--- config.mk ---
export PLATFORM = sky130hd
export DESIGN_NAME = sync_fifo_fwft_pro
export DESIGN_NICKNAME = d
export VERILOG_FILES = /design/src/rtl/sync_fifo_fwft_pro.sv
export SDC_FILE = /design/constraint.sdc
export NUM_CORES = 1
export LEC_CHECK = 0
export CAP_MARGIN = 40
export CELL_PAD_IN_SITES_DETAIL_PLACEMENT = 1
export CELL_PAD_IN_SITES_GLOBAL_PLACEMENT = 1
export CORE_MARGIN = 5
export CORE_UTILIZATION = 47
export CTS_CLUSTER_SIZE = 20
export DETAILED_ROUTE_END_ITERATION = 16
export GPL_ROUTABILITY_DRIVEN = 0
export PLACE_DENSITY = 0.74
export SKIP_CTS_REPAIR_TIMING = 1
export SYNTH_ARGS = -nofsm -noshare
export SYNTH_HDL_FRONTEND = slang
export SYNTH_SLANG_ARGS = --single-unit
--- constraint.sdc ---
create_clock -name clk -period 2.7 [get_ports clk]
set_input_delay 0.405 -clock clk [delete_from_list [all_inputs] [get_ports clk]]
set_output_delay 0.405 -clock clk [all_outputs]
set_load 0.05 [all_outputs]
--- src/rtl/sync_fifo_fwft_pro.sv ---
// rtl/sync_fifo_fwft_pro.sv - first-word-fall-through synchronous FIFO
// Circular buffer plus a registered head copy on dout; all flags registered from post-edge occupancy.
module sync_fifo_fwft_pro #(
  parameter int DW        = 8,
  parameter int DEPTH     = 16,
  parameter int AFULL_TH  = DEPTH - 2,
  parameter int AEMPTY_TH = 2
) (
  input  logic                       clk,
  input  logic                       rst_n,
  input  logic                       wr_en,
  input  logic [DW-1:0]              din,
  output logic                       full,
  output logic                       almost_full,
  input  logic                       rd_en,
  output logic [DW-1:0]              dout,
  output logic                       empty,
  output logic                       almost_empty,
  output logic [$clog2(DEPTH):0]     usedw,
  output logic                       overflow,
  output logic                       underflow
);

  localparam int AW = $clog2(DEPTH);
  localparam int UW = AW + 1;
  localparam logic [UW-1:0] DEPTH_U  = UW'(DEPTH);
  localparam logic [UW-1:0] AFULL_U  = UW'(AFULL_TH);
  localparam logic [UW-1:0] AEMPTY_U = UW'(AEMPTY_TH);

  logic [DW-1:0] mem [DEPTH];
  logic [AW-1:0] wr_ptr, rd_ptr, rd_ptr_nxt;
  logic [UW-1:0] usedw_nxt;
  logic          rd_ok, wr_ok, bypass;

  assign rd_ok      = rd_en && !empty;
  assign wr_ok      = wr_en && (!full || rd_ok);
  assign usedw_nxt  = usedw + UW'(wr_ok) - UW'(rd_ok);
  assign rd_ptr_nxt = rd_ptr + AW'(rd_ok);
  // The incoming word becomes the head when nothing else is left after this edge's pop.
  assign bypass     = wr_ok && (usedw == UW'(rd_ok));

  always_ff @(posedge clk) begin
    if (wr_ok) mem[wr_ptr] <= din;
  end

  always_ff @(posedge clk or negedge rst_n) begin
    if (!rst_n) begin
      wr_ptr       <= '0;
      rd_ptr       <= '0;
      usedw        <= '0;
      dout         <= '0;
      empty        <= 1'b1;
      full         <= 1'b0;
      almost_full  <= (AFULL_U == '0);
      almost_empty <= 1'b1;
      overflow     <= 1'b0;
      underflow    <= 1'b0;
    end else begin
      if (wr_ok) wr_ptr <= wr_ptr + 1'b1;
      rd_ptr       <= rd_ptr_nxt;
      usedw        <= usedw_nxt;
      if (bypass)
        dout <= din;
      else if (usedw_nxt != '0)
        dout <= mem[rd_ptr_nxt];
      empty        <= (usedw_nxt == '0);
      full         <= (usedw_nxt == DEPTH_U);
      almost_full  <= (usedw_nxt >= AFULL_U);
      almost_empty <= (usedw_nxt <= AEMPTY_U);
      overflow     <= wr_en && !wr_ok;
      underflow    <= rd_en && !rd_ok;
    end
  end

endmodule

==> results.md, run 1 <==
• 155 — clock sinks
• 0.477 — combinational share of power
• 0.00868 ns — setup clock skew after layout
• 0.365 — proportion of total power due to net switching
• 0.52 ns — slowest cell delay on critical path
• 5.67 — detail-routed via count per cell
• 0.305 — layout cell share with drive strength beyond 1
• ha_4 — cell occurring most often along the worst timing path
• 4 — total number of H-tree levels
• 1410 nW/um^2 — Power per Cell Area
• 43 — number of distinct standard cells referenced by the synthesized netlist
• 17 — Num CTS Buffers
• -0.706 ns — Post-Route Setup TNS
• clkdlybuf4s50_1 — cell with the largest stage delay on the worst path
• 1860 sq um — footprint of the multi-input gates
• 0.746 ns — transition time of the tightest slew-check pin
• met2 — most congested layer reported by global routing
• 0.194 — all-layer global routing usage
• 42 — number of cell rows
• 155 — number of synthesized register bits
• 0.0483 — routing usage on met3
• 13,300 sq um — area of the core region
• 0.483 — initial core utilization
• 0 — initial antenna violation count
• 128 — number of flops mapped to enable cells by yosys
• 335 — cell count after synthesis
• 0.705 — sequential-to-total area share from yosys stat
• 3.03 ns — Data required, critical path
• 428 — Net count, final
• 360 — Synth Net Count
• 0.256 — met1 track demand over resource in global routing
• 3 — Bufs and invs on worst path
• 0 — Warnings, synthesis
• 8 — Final setup viols
• edfxtp_1 — Synth Flop Type
• 24.3% — area added between synthesis and finish
• 22.6 mm — wire length of the first global-routing pass
• 0.07 ns — clock slew at the register clock pins of the worst setup and hold paths
• 0 — number of antenna cells inserted
• 30 — count of input and output buffers
• -0.139 ns — PnR worst setup slack
• 1.05 — final worst-path cycle share
• 4520 sq um — register area
• 3,661 — via count of the first global-routing pass
• 33 — pin count of the biggest net entering global routing
• adder cells — cell type group with the largest total delay on the critical path
• 14.8 mm — drt total wl
• in2async — Worst Hold Class
• 0 — number of maximum-capacitance violations
• 0.290 — relative contribution of sequential cells to total power
• 127 microns — die height
• 0 — post-route antenna net violation count
• 0.501 — slew margin rel.
• 1,154 — filler instances
• 0.605 mV — Peak supply drop
• 0.232 — proportion of power drawn by the clock network
• done — CTS tree
• in2reg — category of the critical setup timing path
• setup timing — violations in the final reports
• 8 — Max FO, Critical Path
• 127 microns — Die W
• 0.322 — met2 global-route usage
• 3,355 — Vias
• 258 — starting DRC count in detailed routing
• 0 — count of final hold-check violations
• 352 MHz — Max Freq
• 0 — # DRC
• 2.84 ns — final period demand of the worst path
• 7.14 mW — cell internal power dissipation
• 0.43 ns — source-to-sink clock delay at the later pin of the worst-skew pair
• 16,100 sq um — die area
• 25.1 microns — post-DR wirelength/cell
• 9.20 mm — half-perimeter wire length after placement
• 0.174 — ys async rst share
• 3.17 ns — arrival time of the worst setup path
• complete, but fails checks — status
• 31 — I/O pin count
• input pin — sort of element at the start of the critical path
• 2 — buffers from clock root to sink, at most
• 6420 sq um — post-synthesis cell area
• 0 — final slew viol count
• 11.3 mW — Total Power
• clkbuf_16 — clk root buf
• 19.2 sq um — Avg Synthesized Cell Area
• 2.85 nW — LEAKAGE
• yes — setup repair after global routing missed its margin
• 0 — global-route congestion overflow total
• 4.11 mW — NetSw
• 4 — first-pass detailed-route iteration total
• clkdlybuf4s50_1, nand2b_4, a21boi_4, inv_4, ha_4, inv_2, ha_4, fa_2, xor2_4, nor4_4, mux2_4, a21o_4, o21ai_1 — Cell Chain, Critical Path
• register — Critical Path End Type
• -0.13 ns — slack of the worst reg-to-reg path
==> routing by layer <==
layer / routed length [microns] / part of all wire / vias to the layer above
li1: - / - / 1469
met1: 6060 / 0.41 / 1763
met3: 940 / 0.063 / 17
met5: 0 / 0 / -
met4: 214 / 0.014 / 0
met2: 7620 / 0.51 / 106
==> state kept, by name (all words and copies together), names as in the netlist <==
name	cells
almost_full	1
overflow	1
almost_empty	1
full	1
usedw	5
mem	128
underflow	1
dout	8
rd_ptr	4
wr_ptr	4
empty	1
==> power groups by stage <==
stage / combinational (mW) / clock (mW) / sequential (mW)
2_1_floorplan: 2.91 / 0 / 3.70
3_3_place_gp: 4.82 / 0 / 3.28
3_5_place_dp: 4.96 / 0 / 3.31
4_1_cts: 5.03 / 2.65 / 3.27
5_1_grt: 5.71 / 2.78 / 3.31
6_report: 5.37 / 2.61 / 3.27
==> synthesized netlist by cell type, types with 2 or more instances <==
cell / instances / area, sq um
xnor2_1: 3 / 26.3
dfrtp_1: 25 / 626
mux4_2: 32 / 721
and3_1: 2 / 12.5
a32oi_1: 8 / 70.1
nand2_1: 4 / 15.0
buf_4: 2 / 15.0
o21ai_1: 8 / 40.0
and4_1: 4 / 35.0
a31oi_1: 8 / 50.1
clkbuf_1: 2 / 7.51
xor2_1: 4 / 35.0
edfxtp_1: 128 / 3840
a21oi_1: 2 / 10.0
buf_2: 7 / 35.0
inv_1: 18 / 67.6
mux2_2: 9 / 101
and2_1: 15 / 93.8
ha_1: 12 / 150
mux2i_1: 16 / 160
a21o_1: 2 / 15.0
buf_6: 2 / 22.5
dfstp_2: 2 / 52.6
==> placed cells by master, fill, tap and decap left out, types with 3 or more instances in the layout <==
cell type	count
clkinv_4	3
buf_4	22
bufinv_16	5
a31oi_1	8
dfrtp_1	25
edfxtp_1	128
clkbuf_16	17
nand2_1	4
a32oi_1	8
and2_1	15
mux2i_1	16
xnor2_1	3
o21ai_1	7
and4_1	4
xor2_1	4
inv_6	3
mux4_2	32
buf_12	8
clkdlybuf4s50_1	30
mux2_2	8
ha_1	9
inv_1	16
==> logic make-up after synthesis <==
| kind of cell | synth area share |
|---|---|
| buffers and inverters | 0.0267 |
| AO/OA/AOI/OAI | 0.0333 |
| adder cells (fa/ha/maj) | 0.0265 |
| flip-flops | 0.705 |
| multiplexers | 0.153 |
| XOR/XNOR | 0.0189 |
| AND/OR/NAND/NOR | 0.0367 |
==> layout make-up <==
type                            instances  share of cell area
Sequential cell                       155               0.567
Tap cell                              176              0.0276
Multi-Input combinational cell        148               0.233
Clock buffer                           18              0.0538
Clock inverter                         14              0.0275
Inverter                               19             0.00988
Timing Repair Buffer                   62              0.0813
==> worst paths after layout <==
| path | cells past startpoint | from | endpoint |
|---|---|---|---|
| setup / recovery | 13 | rd_en | dout[6]$_DFFE_PN0P_ |
| min in group clk | 1 | empty$_DFF_PN1_ | underflow$_DFF_PN0_ |
| max in group asynchronous | 2 | rst_n | almost_empty$_DFF_PN1_ |
| hold / removal | 2 | rst_n | wr_ptr[0]$_DFFE_PN0P_ |
| setup reg to reg | 12 | empty$_DFF_PN1_ | dout[6]$_DFFE_PN0P_ |
| hold reg to reg | 1 | empty$_DFF_PN1_ | underflow$_DFF_PN0_ |
==> stage by stage <==
stage / setup WS [ns] / cell area (sq um) / std cells / util / hold slack [ns]
global route: -0.187 / 7980 / 592 / 0.600 / 0.370
floorplan: -0.172 / 6480 / 335 / - / 0.109
detailed placement: -0.563 / 7220 / 558 / 0.543 / 0.549
CTS: -0.140 / 7870 / 590 / 0.592 / 0.353
finish: -0.139 / 7980 / 592 / 0.600 / 0.346
global placement: -0.435 / 7220 / 558 / 0.543 / 0.544
(Power assumes the default switching activity.)
==> inputs of run 2 (changes only) <==
CORE_MARGIN = 2   (was 5)
PLACE_DENSITY = 0.72   (was 0.74)
==> run 2 against run 1 <==
- via count down 2.0%
- register-to-register slack worse by 0.02 ns
- clock skew down 0.0011 ns
- first-iteration DRC count down 1.9%
- fmax down 0.44%
- the run still ends with setup timing left
- clock-buffer cell count up 7
- die area down 9.2%
- sequential share of layout area up 1.2 points
- global-route usage up 1.6 points
- cell area down 2.1%
- power down 3.5%
- critical path type is now reg2reg
- routed wire length down 5.0%
==> results.md, run 2 (same netlist as run 1, synthesis figures left out) <==
• register — sort of element at the start of the critical path
• dout[2]$_DFFE_PN0P_ — R2R Path End
• 10 — Final setup viols, +2
• 5.59 — detail-routed via count per cell, -1.3%
• dfstp_2 — cell with the largest stage delay on the worst path
• 21.6% — area added between synthesis and finish
• 121 microns — Die W, -4.7%
• edfxtp_1, mux4_2, clkdlybuf4s50_1 — commonest cells after routing, fill and taps aside
• 0 — post-route antenna net violation count, unchanged
• 3.00 ns — Data required, critical path, -0.03 ns
• 10.9 mW — Total Power, -3.5%
• 14.1 mm — drt total wl, -5.0%
• 424 — Net count, final, -0.93%
• 4 — first-pass detailed-route iteration total, unchanged
• 0.53 ns — slowest cell delay on critical path, about the same
• mem — register with the most flip-flops
• clkbuf_16 — clk root buf
• 7800 sq um — post-route standard cell area excluding fillers, -2.1%
• mem x128, dout x8, usedw x5 — registers with the most flip-flops
• reg2reg — category of the critical setup timing path
• 9.26 mm — half-perimeter wire length after placement, +0.73%
• 13,300 sq um — area of the core region, unchanged
• -1.24 ns — Post-Route Setup TNS, -0.536 ns
• edfxtp_1 — most frequent standard cell in the layout excluding fill and tap cells
• 0.00759 ns — setup clock skew after layout, -0.00109 ns
• 0 — count of final hold-check violations, unchanged
• -0.568 ns — worst-case setup slack after placement, -0.00566 ns
• 0.210 — all-layer global routing usage, +0.0159
• ha_4 — cell occurring most often along the worst timing path
• 128 — Largest register FFs, unchanged
• 2.85 ns — final period demand of the worst path, +0.0126 ns
• 7130 sq um — dpl cell area, -1.3%
• 0.42 ns — source-to-sink clock delay at the later pin of the worst-skew pair, about the same
• empty$_DFF_PN1_ — worst reg2reg startpoint
• 0.483 — initial core utilization, unchanged
• 0.06 ns — clock slew at the register clock pins of the worst setup and hold paths, about the same
• 8 — Max FO, Critical Path, unchanged
• empty$_DFF_PN1_ — origin of the worst setup path
• nand2b_4, buf_6, inv_8, ha_4, inv_2, ha_4, fa_2, xor2_4, nor4b_4, mux2_4, a21o_4, o21ai_1 — Cell Chain, Critical Path
• -0.15 ns — slack of the worst reg-to-reg path, -0.02 ns
• 21.5 mm — wire length of the first global-routing pass, -5.0%
• 0 — # DRC, unchanged
• 1390 nW/um^2 — Power per Cell Area, -1.4%
• 42 — number of cell rows, unchanged
• 351 MHz — Max Freq, -0.44%
• 4520 sq um — register area, unchanged
• 12 — cell count of the worst reg-to-reg path, unchanged
• yes — setup repair after global routing missed its margin
• done — CTS tree
• rd_en — launch instance of the worst min-delay path
• 1870 sq um — footprint of the multi-input gates, +0.74%
• -0.151 ns — PnR worst setup slack, -0.0126 ns
• 31 — I/O pin count, unchanged
• setup timing — violations in the final reports
• 0.587 — utilization after layout, -0.0128
• 0.781 ns — transition time of the tightest slew-check pin, +0.0349 ns
• 2.79 nW — LEAKAGE, -2.3%
• 3,288 — Vias, -2.0%
• 0.301 — layout cell share with drive strength beyond 1, -0.00432
• 0 — global-route congestion overflow total, unchanged
• dout[2]$_DFFE_PN0P_ — capture point of the critical path
• 30 — count of input and output buffers, unchanged
• 1,141 — filler instances, -1.1%
• 2 — buffers from clock root to sink, at most, unchanged
• 155 — clock sinks, unchanged
• 0.682 mV — Peak supply drop, +13%
• 24.0 microns — post-DR wirelength/cell, -4.4%
• 3,611 — via count of the first global-routing pass, -1.4%
• in2reg — Worst Hold Class
• 3.15 ns — arrival time of the worst setup path, -0.02 ns
• 253 — starting DRC count in detailed routing, -1.9%
• 121 microns — die height, -4.7%
• register — Critical Path End Type
• 0 — initial antenna violation count, unchanged
• 14,600 sq um — die area, -9.2%
• 4 — total number of H-tree levels, unchanged
• complete, but fails checks — status
• 17 — Num CTS Buffers, unchanged
• 0 — final slew viol count, unchanged
• 1.06 — final worst-path cycle share, +0.00467
• 0.478 — slew margin rel., -0.0233
• 0 — number of antenna cells inserted, unchanged
• 0 — number of maximum-capacitance violations, unchanged
• 28 — pin count of the biggest net entering global routing, -15%
==> run 2: cell types whose count changed in the layout (fill, tap and decap cells not counted), moves of 3 or more <==
cell	change
buf_12	-4
bufinv_16	-4
clkbuf_1	+5
inv_6	-3
o21ai_1	-6
o21ai_2	+6
==> run 2: how the worst min path moves through the flow <==
stage | cells past startpoint | end | slack, ns
floorplan | 0 | almost_full$_DFF_PN0_ | 0.11
global placement | 1 | overflow$_DFF_PN0_ | 0.55
detailed placement | 1 | underflow$_DFF_PN0_ | 0.54
CTS | 2 | usedw[3]$_DFF_PN0_ | 0.37
global route | 2 | underflow$_DFF_PN0_ | 0.34
finish | 2 | underflow$_DFF_PN0_ | 0.32
==> run 2: critical path: cells and delay by family (launching register included) <==
kind            cells  cell delay, ns
mux                 1            0.26
fa+ha+maj           3            0.79
compound gates      2            0.29
flops               1            0.53
xor+xnor            1            0.20
simple gates        2            0.47
buf+inv             3            0.20
==> run 2: area by class of cell <==
type / count / area share
tap: 176 / 0.0282
timing repair buffer: 58 / 0.0726
clock buffer: 25 / 0.0609
multi-input combinational: 148 / 0.240
clock inverter: 7 / 0.00866
inverter: 19 / 0.0104
sequential: 155 / 0.579
==> run 2: per-layer routing <==
| layer | up-vias | global-route usage | wire [microns] |
|---|---|---|---|
| met1 | 1727 | 0.280 | 6200 |
| met4 | 0 | 0.0698 | 197 |
| met3 | 12 | 0.0566 | 570 |
| met2 | 91 | 0.336 | 7120 |
| li1 | 1458 | - | - |
| met5 | - | 0 | 0 |
==> run 2: report_power, final <==
group          internal (mW)  leakage [nW]  switching (mW)
clock network           1.31         0.259           0.884
registers               3.04          1.48           0.234
logic                   2.47          1.05            2.93
==> run 2: metrics by stage <==
stage | instances | hold WS, ns
final | 588 | 0.321
after global routing | 588 | 0.342
after CTS | 584 | 0.371
after detailed placement | 552 | 0.545
after global placement | 552 | 0.547
after floorplan | 335 | 0.109
==> inputs of run 3 (changes only) <==
--- a/config.mk
+++ b/config.mk
@@ -15,3 +15,3 @@
 export GPL_ROUTABILITY_DRIVEN = 0
-export PLACE_DENSITY = 0.72
+export PLACE_DENSITY = 0.74
 export SKIP_CTS_REPAIR_TIMING = 1
==> constraint.sdc (replaced) <==
create_clock -name clk -period 2.7 [get_ports clk]
set_input_delay 0.81 -clock clk [delete_from_list [all_inputs] [get_ports clk]]
set_output_delay 0.81 -clock clk [all_outputs]
set_load 0.05 [all_outputs]
==> run 3 against run 2 <==
- the flow still finishes with violations (setup timing)
- highest routed layer unchanged
- sequential power about the same
- critical path type is now in2reg
- non-clock buffer count rose by 26
- clock skew grew 0.0024 ns
- sequential cell count is the same
- combinational power is 10% higher
==> results.md, run 3 (same netlist as run 1, synthesis figures left out) <==
• 17 — Num CTS Buffers, unchanged
• 1410 nW/um^2 — Power per Cell Area, +0.98%
• 128 — Largest register FFs, unchanged
• yes — setup repair after global routing missed its margin
• 5 — Max FO, Critical Path, -3
• 3,814 — via count of the first global-routing pass, +5.6%
• 0.483 — initial core utilization, unchanged
• 9.78 mm — half-perimeter wire length after placement, +5.5%
• 28 — pin count of the biggest net entering global routing, unchanged
• done — CTS tree
• 0.593 ns — Final Hold Slack, +0.273 ns
• clkbuf_16 — clk root buf
• 0.43 ns — source-to-sink clock delay at the later pin of the worst-skew pair, about the same
• 14,600 sq um — die area, unchanged
• 0.40 ns — slowest cell delay on critical path, -0.13 ns
• 0.222 — all-layer global routing usage, +0.0124
• 5 — Bufs and invs on worst path, +2
• edfxtp_1 — most frequent standard cell in the layout excluding fill and tap cells
• 121 microns — die height, unchanged
• in2reg — category of the critical setup timing path
• 3.19 ns — arrival time of the worst setup path, +0.04 ns
• 5.70 — detail-routed via count per cell, +2.0%
• 0 — final slew viol count, unchanged
• mem x128, dout x8, usedw x5 — registers with the most flip-flops
• 121 microns — Die W, unchanged
• 4 — total number of H-tree levels, unchanged
• input pin — sort of element at the start of the critical path
• 0 — initial antenna violation count, unchanged
• 155 — clock sinks, unchanged
• 3.00 ns — Data required, critical path, about the same
• 2 — buffers from clock root to sink, at most, unchanged
• 1.07 — final worst-path cycle share, +0.0139
• 2.99 nW — LEAKAGE, +7.2%
• 22.9 mm — wire length of the first global-routing pass, +6.6%
• 4 — first-pass detailed-route iteration total, unchanged
• reg2reg — Worst Hold Class
• 0.06 ns — clock slew at the register clock pins of the worst setup and hold paths, about the same
• -0.189 ns — PnR worst setup slack, -0.0375 ns
• fa_2 — cell with the largest stage delay on the worst path
• 11.5 mW — Total Power, +6.1%
• 0.362 — layout cell share with drive strength beyond 1, +0.0606
• 0 — count of final hold-check violations, unchanged
• 0.738 ns — transition time of the tightest slew-check pin, -0.0431 ns
• register — Critical Path End Type
• 4520 sq um — register area, unchanged
• 346 MHz — Max Freq, -1.3%
• edfxtp_1, mux4_2, buf_4 — commonest cells after routing, fill and taps aside
• 27.8% — area added between synthesis and finish
• complete, but fails checks — status
• 2.89 ns — final period demand of the worst path, +0.0375 ns
• setup timing — violations in the final reports
• adder cells — cell type group with the largest total delay on the critical path
• 30 — count of input and output buffers, unchanged
• 0.507 — slew margin rel., +0.0288
• 31 — I/O pin count, unchanged
• 449 — Net count, final, +5.9%
• 0 — number of antenna cells inserted, unchanged
• mem — register with the most flip-flops
• 13,300 sq um — area of the core region, unchanged
• 3,497 — Vias, +6.4%
• 259 — starting DRC count in detailed routing, +2.4%
• 15.6 mm — drt total wl, +11%
• 0 — global-route congestion overflow total, unchanged
• 10 — Final setup viols, unchanged
• 25.5 microns — post-DR wirelength/cell, +6.5%
• clkbuf_2, nand2b_4, a21boi_4, inv_4, ha_4, inv_2, ha_4, fa_2, a21oi_2, o21bai_1, xor2_1, buf_4, buf_6, a32oi_1, o21ai_1 — Cell Chain, Critical Path
• 42 — number of cell rows, unchanged
• 0 — post-route antenna net violation count, unchanged
• 0.00998 ns — setup clock skew after layout, +0.00239 ns
• ha_4 — cell occurring most often along the worst timing path
• 0.613 mV — Peak supply drop, -10%
• 0 — number of maximum-capacitance violations, unchanged
• 1,154 — filler instances, +1.1%
• 0 — # DRC, unchanged
• 1860 sq um — footprint of the multi-input gates, -0.80%
[run 3: cell types whose count changed in the layout (fill, tap and decap cells not counted), sizes merged]
cell / change
mux2: -1
clkdlybuf4s50: -2
inv: +7
clkbuf: -7
clkinvlp: +2
dlymetal6s2s: +1
buf: +26
clkinv: -1
[run 3: cell type report]
| cell class | instances | share of cell area |
|---|---|---|
| Clock buffer | 17 | 0.0519 |
| Clock inverter | 15 | 0.0166 |
| Sequential cell | 155 | 0.552 |
| Inverter | 19 | 0.00961 |
| Multi-Input combinational cell | 147 | 0.226 |
| Timing Repair Buffer | 84 | 0.117 |
| Tap cell | 176 | 0.0269 |
[run 3: final timing paths]
check                                            from  cells after the start               endpoint  slack (ns)
max in group asynchronous                       rst_n                      2        empty$_DFF_PN1_        1.58
worst min-delay path            wr_ptr[3]$_DFFE_PN0P_                      1  wr_ptr[3]$_DFFE_PN0P_        0.59
min in group asynchronous                       rst_n                      2     usedw[0]$_DFF_PN0_        0.78
worst max register to register        empty$_DFF_PN1_                     14    dout[6]$_DFFE_PN0P_       -0.18
worst max-delay path                            rd_en                     15    dout[6]$_DFFE_PN0P_       -0.19
worst min register to register  wr_ptr[3]$_DFFE_PN0P_                      1  wr_ptr[3]$_DFFE_PN0P_        0.59
[run 3: where the power goes]
| group | switching (mW) | internal, mW | total [mW] |
|---|---|---|---|
| logic | 3.08 | 2.88 | 5.96 |
| clock network | 1.01 | 1.28 | 2.29 |
| registers | 0.241 | 3.03 | 3.27 |
| total | 4.33 | 7.19 | 11.5 |
[run 3: routing by layer]
metal | GRT usage | wire [microns] | part of all wire | vias up
li1 | - | - | - | 1506
met5 | 0 | 0 | 0 | -
met2 | 0.360 | 8140 | 0.52 | 117
met1 | 0.291 | 6260 | 0.40 | 1842
met4 | 0.0959 | 391 | 0.025 | 0
met3 | 0.0491 | 850 | 0.054 | 32
[run 3: through the flow]
| step | TNS [ns] | setup WS (ns) | cells | utilization | area (sq um) |
|---|---|---|---|---|---|
| after global placement | -17.37 | -0.903 | 574 | 0.562 | 7470 |
| after CTS | -7.29 | -0.724 | 606 | 0.604 | 8030 |
| after floorplan | -3.27 | -0.323 | 335 | - | 6470 |
| after global routing | -3.05 | -0.331 | 613 | 0.617 | 8200 |
| final | -1.46 | -0.189 | 613 | 0.617 | 8200 |
| after detailed placement | -25.54 | -1.05 | 574 | 0.562 | 7470 |
[run 3: worst reg2reg max path, cell delays in order, from the launching register on]
cell	delay (ns)
dfstp_2	0.53
nand2b_4	0.14
buf_6	0.11
inv_6	0.04
ha_4	0.25
inv_2	0.04
ha_4	0.15
fa_2	0.40
a21oi_2	0.17
o21bai_1	0.11
xor2_1	0.21
buf_4	0.21
buf_6	0.13
a32oi_1	0.18
o21ai_1	0.10
